[src/rtl/mc_pkg.sv]
// Shared encodings for the multi-cycle MIPS control path: FSM states, instruction
// classes, ALU operation codes, opcode/func constants and datapath mux selects.
package mc_pkg;

    typedef enum logic [2:0] {S_IF, S_ID, S_EX, S_MEM, S_WB} state_t;

    typedef enum logic [3:0] {
        C_RALU, C_SHIFT, C_JR, C_JALR, C_IALU,
        C_LOAD, C_STORE, C_BRANCH, C_J, C_ILL
    } cls_t;

    localparam logic [4:0] ALU_ADD  = 5'b00000;
    localparam logic [4:0] ALU_BGEZ = 5'b00001;
    localparam logic [4:0] ALU_SUB  = 5'b00010;
    localparam logic [4:0] ALU_BGTZ = 5'b00011;
    localparam logic [4:0] ALU_SLTU = 5'b00100;
    localparam logic [4:0] ALU_SLT  = 5'b00101;
    localparam logic [4:0] ALU_AND  = 5'b00110;
    localparam logic [4:0] ALU_NOR  = 5'b00111;
    localparam logic [4:0] ALU_OR   = 5'b01000;
    localparam logic [4:0] ALU_XOR  = 5'b01001;
    localparam logic [4:0] ALU_SLL  = 5'b01010;
    localparam logic [4:0] ALU_LUI  = 5'b01011;
    localparam logic [4:0] ALU_SRA  = 5'b01100;
    localparam logic [4:0] ALU_BLEZ = 5'b01101;
    localparam logic [4:0] ALU_SRL  = 5'b01110;
    localparam logic [4:0] ALU_BLTZ = 5'b01111;
    localparam logic [4:0] ALU_BNE  = 5'b11111;

    localparam logic [5:0] OP_RTYPE  = 6'b000000;
    localparam logic [5:0] OP_REGIMM = 6'b000001;
    localparam logic [5:0] OP_J      = 6'b000010;
    localparam logic [5:0] OP_BEQ    = 6'b000100;
    localparam logic [5:0] OP_BNE    = 6'b000101;
    localparam logic [5:0] OP_BLEZ   = 6'b000110;
    localparam logic [5:0] OP_BGTZ   = 6'b000111;
    localparam logic [5:0] OP_ADDI   = 6'b001000;
    localparam logic [5:0] OP_ADDIU  = 6'b001001;
    localparam logic [5:0] OP_SLTI   = 6'b001010;
    localparam logic [5:0] OP_SLTIU  = 6'b001011;
    localparam logic [5:0] OP_ANDI   = 6'b001100;
    localparam logic [5:0] OP_ORI    = 6'b001101;
    localparam logic [5:0] OP_XORI   = 6'b001110;
    localparam logic [5:0] OP_LUI    = 6'b001111;
    localparam logic [5:0] OP_LB     = 6'b100000;
    localparam logic [5:0] OP_LW     = 6'b100011;
    localparam logic [5:0] OP_LBU    = 6'b100100;
    localparam logic [5:0] OP_SB     = 6'b101000;
    localparam logic [5:0] OP_SW     = 6'b101011;

    localparam logic [5:0] FN_SLL  = 6'b000000;
    localparam logic [5:0] FN_SRL  = 6'b000010;
    localparam logic [5:0] FN_SRA  = 6'b000011;
    localparam logic [5:0] FN_SLLV = 6'b000100;
    localparam logic [5:0] FN_SRLV = 6'b000110;
    localparam logic [5:0] FN_SRAV = 6'b000111;
    localparam logic [5:0] FN_JR   = 6'b001000;
    localparam logic [5:0] FN_JALR = 6'b001001;
    localparam logic [5:0] FN_ADD  = 6'b100000;
    localparam logic [5:0] FN_ADDU = 6'b100001;
    localparam logic [5:0] FN_SUB  = 6'b100010;
    localparam logic [5:0] FN_SUBU = 6'b100011;
    localparam logic [5:0] FN_AND  = 6'b100100;
    localparam logic [5:0] FN_OR   = 6'b100101;
    localparam logic [5:0] FN_XOR  = 6'b100110;
    localparam logic [5:0] FN_NOR  = 6'b100111;
    localparam logic [5:0] FN_SLT  = 6'b101010;
    localparam logic [5:0] FN_SLTU = 6'b101011;

    localparam logic [4:0] RT_BGEZ = 5'b00001;

    localparam logic [1:0] PC_SEQ = 2'd0;
    localparam logic [1:0] PC_BR  = 2'd1;
    localparam logic [1:0] PC_JMP = 2'd2;
    localparam logic [1:0] PC_RS  = 2'd3;

    localparam logic [1:0] M2R_ALU = 2'd0;
    localparam logic [1:0] M2R_MEM = 2'd1;
    localparam logic [1:0] M2R_PC4 = 2'd2;

endpackage

[src/rtl/mc_decode.sv]
// Combinational instruction decoder: maps op/func/rt to an instruction class
// plus the ALU operation, operand source, immediate extension and shift source.
module mc_decode
    import mc_pkg::*;
(
    input  logic [5:0] op,
    input  logic [5:0] func,
    input  logic [4:0] rt,
    output cls_t       cls,
    output logic [4:0] alu_op,
    output logic       alu_src,
    output logic       ext_op,
    output logic       shf_op
);

    always_comb begin
        cls     = C_ILL;
        alu_op  = ALU_ADD;
        alu_src = 1'b0;
        ext_op  = 1'b1;
        shf_op  = 1'b0;
        case (op)
            OP_RTYPE: begin
                cls = C_RALU;
                case (func)
                    FN_ADD, FN_ADDU: alu_op = ALU_ADD;
                    FN_SUB, FN_SUBU: alu_op = ALU_SUB;
                    FN_AND:          alu_op = ALU_AND;
                    FN_OR:           alu_op = ALU_OR;
                    FN_XOR:          alu_op = ALU_XOR;
                    FN_NOR:          alu_op = ALU_NOR;
                    FN_SLT:          alu_op = ALU_SLT;
                    FN_SLTU:         alu_op = ALU_SLTU;
                    FN_SLL:  begin cls = C_SHIFT; alu_op = ALU_SLL; shf_op = 1'b1; end
                    FN_SRL:  begin cls = C_SHIFT; alu_op = ALU_SRL; shf_op = 1'b1; end
                    FN_SRA:  begin cls = C_SHIFT; alu_op = ALU_SRA; shf_op = 1'b1; end
                    FN_SLLV: begin cls = C_SHIFT; alu_op = ALU_SLL; end
                    FN_SRLV: begin cls = C_SHIFT; alu_op = ALU_SRL; end
                    FN_SRAV: begin cls = C_SHIFT; alu_op = ALU_SRA; end
                    FN_JR:           cls = C_JR;
                    FN_JALR:         cls = C_JALR;
                    default:         cls = C_ILL;
                endcase
            end
            // Every REGIMM rt other than bgez is treated as bltz
            OP_REGIMM: begin
                cls    = C_BRANCH;
                alu_op = (rt == RT_BGEZ) ? ALU_BGEZ : ALU_BLTZ;
            end
            OP_J:    cls = C_J;
            OP_BEQ:  begin cls = C_BRANCH; alu_op = ALU_SUB;  end
            OP_BNE:  begin cls = C_BRANCH; alu_op = ALU_BNE;  end
            OP_BLEZ: begin cls = C_BRANCH; alu_op = ALU_BLEZ; end
            OP_BGTZ: begin cls = C_BRANCH; alu_op = ALU_BGTZ; end
            OP_ADDI, OP_ADDIU: begin cls = C_IALU; alu_op = ALU_ADD;  alu_src = 1'b1; end
            OP_SLTI:           begin cls = C_IALU; alu_op = ALU_SLT;  alu_src = 1'b1; end
            OP_SLTIU:          begin cls = C_IALU; alu_op = ALU_SLTU; alu_src = 1'b1; end
            OP_ANDI: begin cls = C_IALU; alu_op = ALU_AND; alu_src = 1'b1; ext_op = 1'b0; end
            OP_ORI:  begin cls = C_IALU; alu_op = ALU_OR;  alu_src = 1'b1; ext_op = 1'b0; end
            OP_XORI: begin cls = C_IALU; alu_op = ALU_XOR; alu_src = 1'b1; ext_op = 1'b0; end
            OP_LUI:  begin cls = C_IALU; alu_op = ALU_LUI; alu_src = 1'b1; ext_op = 1'b0; end
            OP_LB, OP_LBU, OP_LW: begin cls = C_LOAD;  alu_src = 1'b1; end
            OP_SB, OP_SW:         begin cls = C_STORE; alu_src = 1'b1; end
            default: cls = C_ILL;
        endcase
    end

endmodule

[src/rtl/mc_ctrl.sv]
// Multi-cycle control FSM for the shared MIPS datapath, with req/ready memory
// handshakes bounded by a wait-state timeout that raises bus_err.
module mc_ctrl
    import mc_pkg::*;
#(
    parameter int MEM_TIMEOUT = 15,
    parameter int TO_W        = 4
) (
    input  logic       clk,
    input  logic       rst,
    input  logic [5:0] op,
    input  logic [5:0] func,
    input  logic [4:0] rt,
    input  logic       zero,
    input  logic       imem_ready,
    input  logic       dmem_ready,
    output logic       imem_req,
    output logic       ir_wr,
    output logic       pc_wr,
    output logic [1:0] pc_src,
    output logic       alu_src,
    output logic       ext_op,
    output logic [4:0] alu_op,
    output logic       shf_op,
    output logic       dmem_req,
    output logic       dmem_we,
    output logic       dm_op,
    output logic       bit_op,
    output logic       reg_wr,
    output logic [1:0] reg_dst,
    output logic [1:0] mem_to_reg,
    output logic       illegal,
    output logic       bus_err
);

    state_t          state_reg, state_next;
    cls_t            cls_reg, cls_dec;
    logic [TO_W-1:0] to_cnt_reg;
    logic [4:0]      dec_alu_op;
    logic            dec_alu_src, dec_ext_op, dec_shf_op;
    logic            mem_ready, waiting, timeout;

    mc_decode u_decode (
        .op      (op),
        .func    (func),
        .rt      (rt),
        .cls     (cls_dec),
        .alu_op  (dec_alu_op),
        .alu_src (dec_alu_src),
        .ext_op  (dec_ext_op),
        .shf_op  (dec_shf_op)
    );

    assign mem_ready = (state_reg == S_IF) ? imem_ready : dmem_ready;
    assign waiting   = ((state_reg == S_IF) || (state_reg == S_MEM)) && !mem_ready;
    assign timeout   = waiting && (to_cnt_reg == TO_W'(MEM_TIMEOUT));

    // A timeout in S_IF re-enters S_IF, so the counter clears on timeout as well
    always_ff @(posedge clk) begin
        if (rst) begin
            state_reg  <= S_IF;
            cls_reg    <= C_RALU;
            to_cnt_reg <= '0;
        end else begin
            state_reg  <= state_next;
            if (state_reg == S_ID)
                cls_reg <= cls_dec;
            to_cnt_reg <= (waiting && !timeout) ? to_cnt_reg + 1'b1 : '0;
        end
    end

    always_comb begin
        state_next = state_reg;
        imem_req   = 1'b0;
        ir_wr      = 1'b0;
        pc_wr      = 1'b0;
        pc_src     = PC_SEQ;
        alu_src    = 1'b0;
        ext_op     = 1'b0;
        alu_op     = ALU_ADD;
        shf_op     = 1'b0;
        dmem_req   = 1'b0;
        dmem_we    = 1'b0;
        dm_op      = 1'b0;
        bit_op     = 1'b0;
        reg_wr     = 1'b0;
        reg_dst    = 2'd0;
        mem_to_reg = M2R_ALU;
        illegal    = 1'b0;
        bus_err    = 1'b0;
        if (!rst) begin
            case (state_reg)
                S_IF: begin
                    imem_req = 1'b1;
                    ir_wr    = 1'b1;
                    if (imem_ready) begin
                        pc_wr      = 1'b1;
                        state_next = S_ID;
                    end else if (timeout) begin
                        bus_err    = 1'b1;
                        state_next = S_IF;
                    end
                end
                S_ID: begin
                    case (cls_dec)
                        C_J:    begin pc_wr = 1'b1; pc_src = PC_JMP; state_next = S_IF; end
                        C_JR:   begin pc_wr = 1'b1; pc_src = PC_RS;  state_next = S_IF; end
                        C_JALR: begin pc_wr = 1'b1; pc_src = PC_RS;  state_next = S_WB; end
                        C_ILL:  begin illegal = 1'b1; state_next = S_IF; end
                        default: state_next = S_EX;
                    endcase
                end
                S_EX: begin
                    alu_op  = dec_alu_op;
                    alu_src = dec_alu_src;
                    ext_op  = dec_ext_op;
                    shf_op  = dec_shf_op;
                    if (cls_reg == C_BRANCH) begin
                        pc_wr      = zero;
                        pc_src     = PC_BR;
                        state_next = S_IF;
                    end else if ((cls_reg == C_LOAD) || (cls_reg == C_STORE)) begin
                        state_next = S_MEM;
                    end else begin
                        state_next = S_WB;
                    end
                end
                S_MEM: begin
                    dmem_req = 1'b1;
                    dmem_we  = (cls_reg == C_STORE) && !timeout;
                    dm_op    = (op == OP_LW) || (op == OP_SW);
                    bit_op   = (op == OP_LB);
                    if (dmem_ready) begin
                        state_next = (cls_reg == C_LOAD) ? S_WB : S_IF;
                    end else if (timeout) begin
                        bus_err    = 1'b1;
                        state_next = S_IF;
                    end
                end
                S_WB: begin
                    reg_wr     = 1'b1;
                    reg_dst    = ((cls_reg == C_RALU) || (cls_reg == C_SHIFT) ||
                                  (cls_reg == C_JALR)) ? 2'd1 : 2'd0;
                    mem_to_reg = (cls_reg == C_LOAD) ? M2R_MEM :
                                 (cls_reg == C_JALR) ? M2R_PC4 : M2R_ALU;
                    state_next = S_IF;
                end
                default: state_next = S_IF;
            endcase
        end
    end

endmodule

[config.mk]
export PLATFORM = sky130hd
export DESIGN_NAME = mc_ctrl
export DESIGN_NICKNAME = d
export VERILOG_FILES = /design/src/rtl/mc_pkg.sv /design/src/rtl/mc_decode.sv /design/src/rtl/mc_ctrl.sv
export SDC_FILE = /design/constraint.sdc
export NUM_CORES = 1
export LEC_CHECK = 0
export CAP_MARGIN = 30
export CORE_MARGIN = 2
export CORE_UTILIZATION = 45
export CTS_CLUSTER_DIAMETER = 50
export CTS_CLUSTER_SIZE = 20
export DETAILED_ROUTE_END_ITERATION = 10
export PLACE_DENSITY = 0.8
export SLEW_MARGIN = 20
export SYNTH_ARGS = -nofsm -noshare
export SYNTH_HDL_FRONTEND = slang
export SYNTH_SLANG_ARGS = --single-unit
[constraint.sdc]
create_clock -name clk -period 3.1 [get_ports clk]
set_clock_uncertainty 0.1 [all_clocks]
set_input_delay 0.62 -clock clk [delete_from_list [all_inputs] [get_ports clk]]
set_output_delay 0.62 -clock clk [all_outputs]
set_load 0.05 [all_outputs]
==> impl_summary.md <==
Outcome
The run finished, with violations left. The final reports fail on setup timing.

Synth
The summed instance area of the synthesized netlist is about 0.0013 mm^2. Of the synthesized area, sequential elements account for 16.9%. The count of mapped cells out of synthesis is 197. The leading register cell type out of synthesis is sky130_fd_sc_hd__dfxtp_1. During synthesis, Yosys emitted a total of 0 warnings. For this run, asynchronously set or reset flops after synthesis account for 0%. The total nets after synthesis is 220. A synthesized cell averages 6.61 um^2. The biggest area contributor in the post-synthesis netlist is sky130_fd_sc_hd__dfxtp_1.

Yosys mapped a number of flops with a built-in enable equal to 0. The synthesized netlist contains 54 unique library cells. Summed over its instances, the top area cell type makes up 16.9% of the synthesized netlist area. By area the synthesized netlist is led by sky130_fd_sc_hd__dfxtp_1 17%, sky130_fd_sc_hd__nor2_1 6.9%, sky130_fd_sc_hd__nand2b_1 6.2%, sky130_fd_sc_hd__a21oi_1 5.0%, sky130_fd_sc_hd__nand2_1 4.3%. Counting flops and latches in the post-synthesis netlist gives 11.

Final layout
The post-layout net count is between 200 and 300. The post-route netlist has 39.8% of its cells at a drive strength greater than 1. The number of antenna diodes is 0. In the layout the commonest cells are 40 x sky130_fd_sc_hd__buf_4, 22 x sky130_fd_sc_hd__buf_12, 19 x sky130_fd_sc_hd__nor2_1, 14 x sky130_fd_sc_hd__nand2_1, 12 x sky130_fd_sc_hd__nand2b_1. The commonest non-fill, non-tap cell in the layout is sky130_fd_sc_hd__buf_4.

Compared with the post-synthesis result, the final layout area differs by 90.0%.

Placement
Timing analysis after detailed placement gives a worst setup slack of -0.553 ns. Summed over all nets, the half-perimeter wirelength after detailed placement is 3740 um. The final weighted congestion in routability-driven placement is 0.903. The count of buffers added on input and output ports is 44.

Worst setup path
The largest fanout on the critical path is 3. For the worst setup path, the data required time is 2.38 ns. The worst setup path is launched from an input pin. On the critical path, the stage with the largest delay is an instance of sky130_fd_sc_hd__or4_4. The critical path is of the input pin to output port type. Traced cell by cell, the critical path runs through buf_6 > or4_4 > or3_4 > nor4_4 > and2_1 > a31oi_1 > buf_4 > o21ai_4 > buf_12. In this design, the stage delay of the slowest critical-path cell is about 0.54 ns. The worst setup path is captured at an output port. The arrival time reported for the critical path endpoint is roughly 2.5 ns.

STA
The share of the clock period used by the worst path after layout is 105%. For this run, the top clock speed supported by timing is 0.307 GHz. The final worst slack is -0.154 ns.

For the finished layout, the period the worst path requires is 3.25 ns. The count of final hold-check violations was 0. Headroom to the max-slew limit came out at 63.6%. Setup repair after global routing could not meet its margin everywhere. The number of max-slew violations in the final report was 0. Setup violations remaining at the end of the flow were counted as 6. For the pin with the worst max-slew slack, the measured transition is roughly 0.55 ns.

Clocking
The post-CTS clock slew at the launch and capture registers of the worst setup and hold paths is ~0.070 ns. Counting along the longest clock path gives a buffer depth of 2. The clock drives 11 sinks. CTS built an H-tree with a depth of 1. Counting the buffers created by CTS gives 3. The clock network latency to the later pin of the worst-skew pair is 0.28 ns. The CTS tree is done. The hold-fix buffer count after cts is 0.

The root buffer cell chosen for the clock tree is sky130_fd_sc_hd__clkbuf_4.

Drt
Summing over every cut layer, the via total after detailed routing is 1865. In the final routed layout, each cell accounts on average for approximately 19 um. The via-per-instance ratio is 6.22. In the routed design, unresolved DRC markers number 0. The number of detailed-route iterations in the first pass is 5. The count of antenna-violating nets left after detailed routing is 0. The final wirelength is 5620 um. For this block, the initial DRC count from the detailed router was 122.

Power
The share of total power dissipated in the clock network is 20.7%. The maximum VDD drop is 0.348 mV. The analysis attributes to net switching a power of roughly 0.19 mW.

After layout, the design draws a total of 0.493 mW. The share of total power dissipated in combinational logic is 46.6%. Net switching is between 30 and 40% of the power.

The total internal power is 0.302 mW. Power spread over the standard cell area amounts to 199 mW/mm^2. Sequential cells burn 32.7% of the power. The analysis attributes to cell leakage a power of 0.958 nW.

Floorplanning
For this configuration, the core starts out at a cell density of 47.2%. The number of placement rows is 19. The die covers 0.00334 mm^2. The core area is 0.00276 mm^2. The I/O pin count is 46.

The chip height is 57.8 um. The horizontal extent of the die is approximately 58 um.

Global route
The wire length of the first global-routing pass is roughly 8600 um. The total global-route track usage is 32.7%. The number of global-route vias before repair is 1889. The number of antenna violations at the first check in global routing is 0.

The aggregate global routing overflow is 0. The maximum number of pins on one net before global-route repair is 16.

Hold path
The type of the tightest min-delay check is register to register.

Job
The count of maximum capacitance violations is 0.
logic make-up (layout without fill, tap and decap cells):
family | Yosys count | count (layout) | share of synthesized area, %
compound gates | 53 | 53 | 27.0
xor+xnor | 4 | 4 | 2.69
fa+ha+maj | 1 | 1 | 0.960
buf+inv | 26 | 98 | 8.65
flops | 11 | 11 | 16.9
mux | 1 | 1 | 0.769
other cells | 1 | 1 | 0.288
simple gates | 100 | 100 | 42.7
path summary, 6_finish.rpt:
kind         slack (ns)                        to                     start  cells after the start
max reg2reg        1.18   state_reg[1]$_SDFF_PP0_   state_reg[0]$_SDFF_PP0_                      3
max               -0.15                     pc_wr                     op[2]                      9
min reg2reg        0.35  to_cnt_reg[0]$_SDFF_PP0_  to_cnt_reg[0]$_SDFF_PP0_                      1
min                0.35  to_cnt_reg[0]$_SDFF_PP0_  to_cnt_reg[0]$_SDFF_PP0_                      1
cell type report:
| class | count | area, um^2 |
|---|---|---|
| Tap cell | 31 | 38.8 |
| Fill cell | 133 | 283 |
| Sequential cell | 11 | 220 |
| Multi-Input combinational cell | 160 | 1200 |
| Timing Repair Buffer | 84 | 948 |
| Clock buffer | 4 | 26.3 |
| Inverter | 10 | 37.5 |
routing by layer:
| metal | global-route usage (%) | share of wire (%) | wire [um] | vias to the layer above |
|---|---|---|---|---|
| li1 | - | - | - | 850 |
| met1 | 38.0 | 39 | 2190 | 865 |
| met2 | 59.3 | 50 | 2820 | 122 |
| met3 | 6.70 | 6.9 | 390 | 28 |
| met4 | 11.0 | 4.0 | 223 | 0 |
| met5 | 0 | 0 | 0 | - |
metrics by stage:
step	instances	setup TNS (ns)	instance area, um^2	util, %	hold WS [ns]
3_3_place_gp	294	-3.53	2320	84.3	0.329
4_1_cts	300	-0.351	2400	87.2	0.354
6_report	300	-0.351	2470	89.7	0.353
3_5_place_dp	294	-4.01	2320	84.3	0.344
5_1_grt	300	-0.658	2470	89.7	0.368
2_1_floorplan	197	-1.14	1420	-	0.318
power groups by stage:
| stage | Clock, mW | Combinational [mW] | Sequential, mW |
|---|---|---|---|
| floorplan | 0 | 0.115 | 0.157 |
| global placement | 0 | 0.203 | 0.161 |
| detailed placement | 0 | 0.212 | 0.162 |
| CTS | 0.102 | 0.213 | 0.159 |
| global route | 0.109 | 0.242 | 0.162 |
| finish | 0.102 | 0.230 | 0.161 |
synthesized netlist by cell type, drive strengths merged (2+ instances only):
cell,count
o22ai,5
a31oi,5
nand2b,13
buf,3
nor2,24
or2,3
nor3,12
xnor2,3
a211oi,2
nand2,15
o2111ai,3
clkbuf,13
nor2b,7
or3b,2
o211ai,2
nand3,3
o21a,2
a21oi,13
dfxtp,11
nor4,6
o21ai,7
o21bai,2
or3,5
inv,10
or4,2
o2bb2ai,2
timing repair:
item / CTS / global route
buffers inserted: 2 / 1
endpoints found under the setup margin: 9 / 12
resized for setup: 32 / 14
pin swaps: 11 / 9
worst max-delay path, delay by kind of cell:
family / cells / cell delay [ns]
AND/OR/NAND/NOR: 4 / 1.29
buffers and inverters: 3 / 0.42
AO/OA/AOI/OAI: 2 / 0.21
Power figures use the tool's default switching activity.
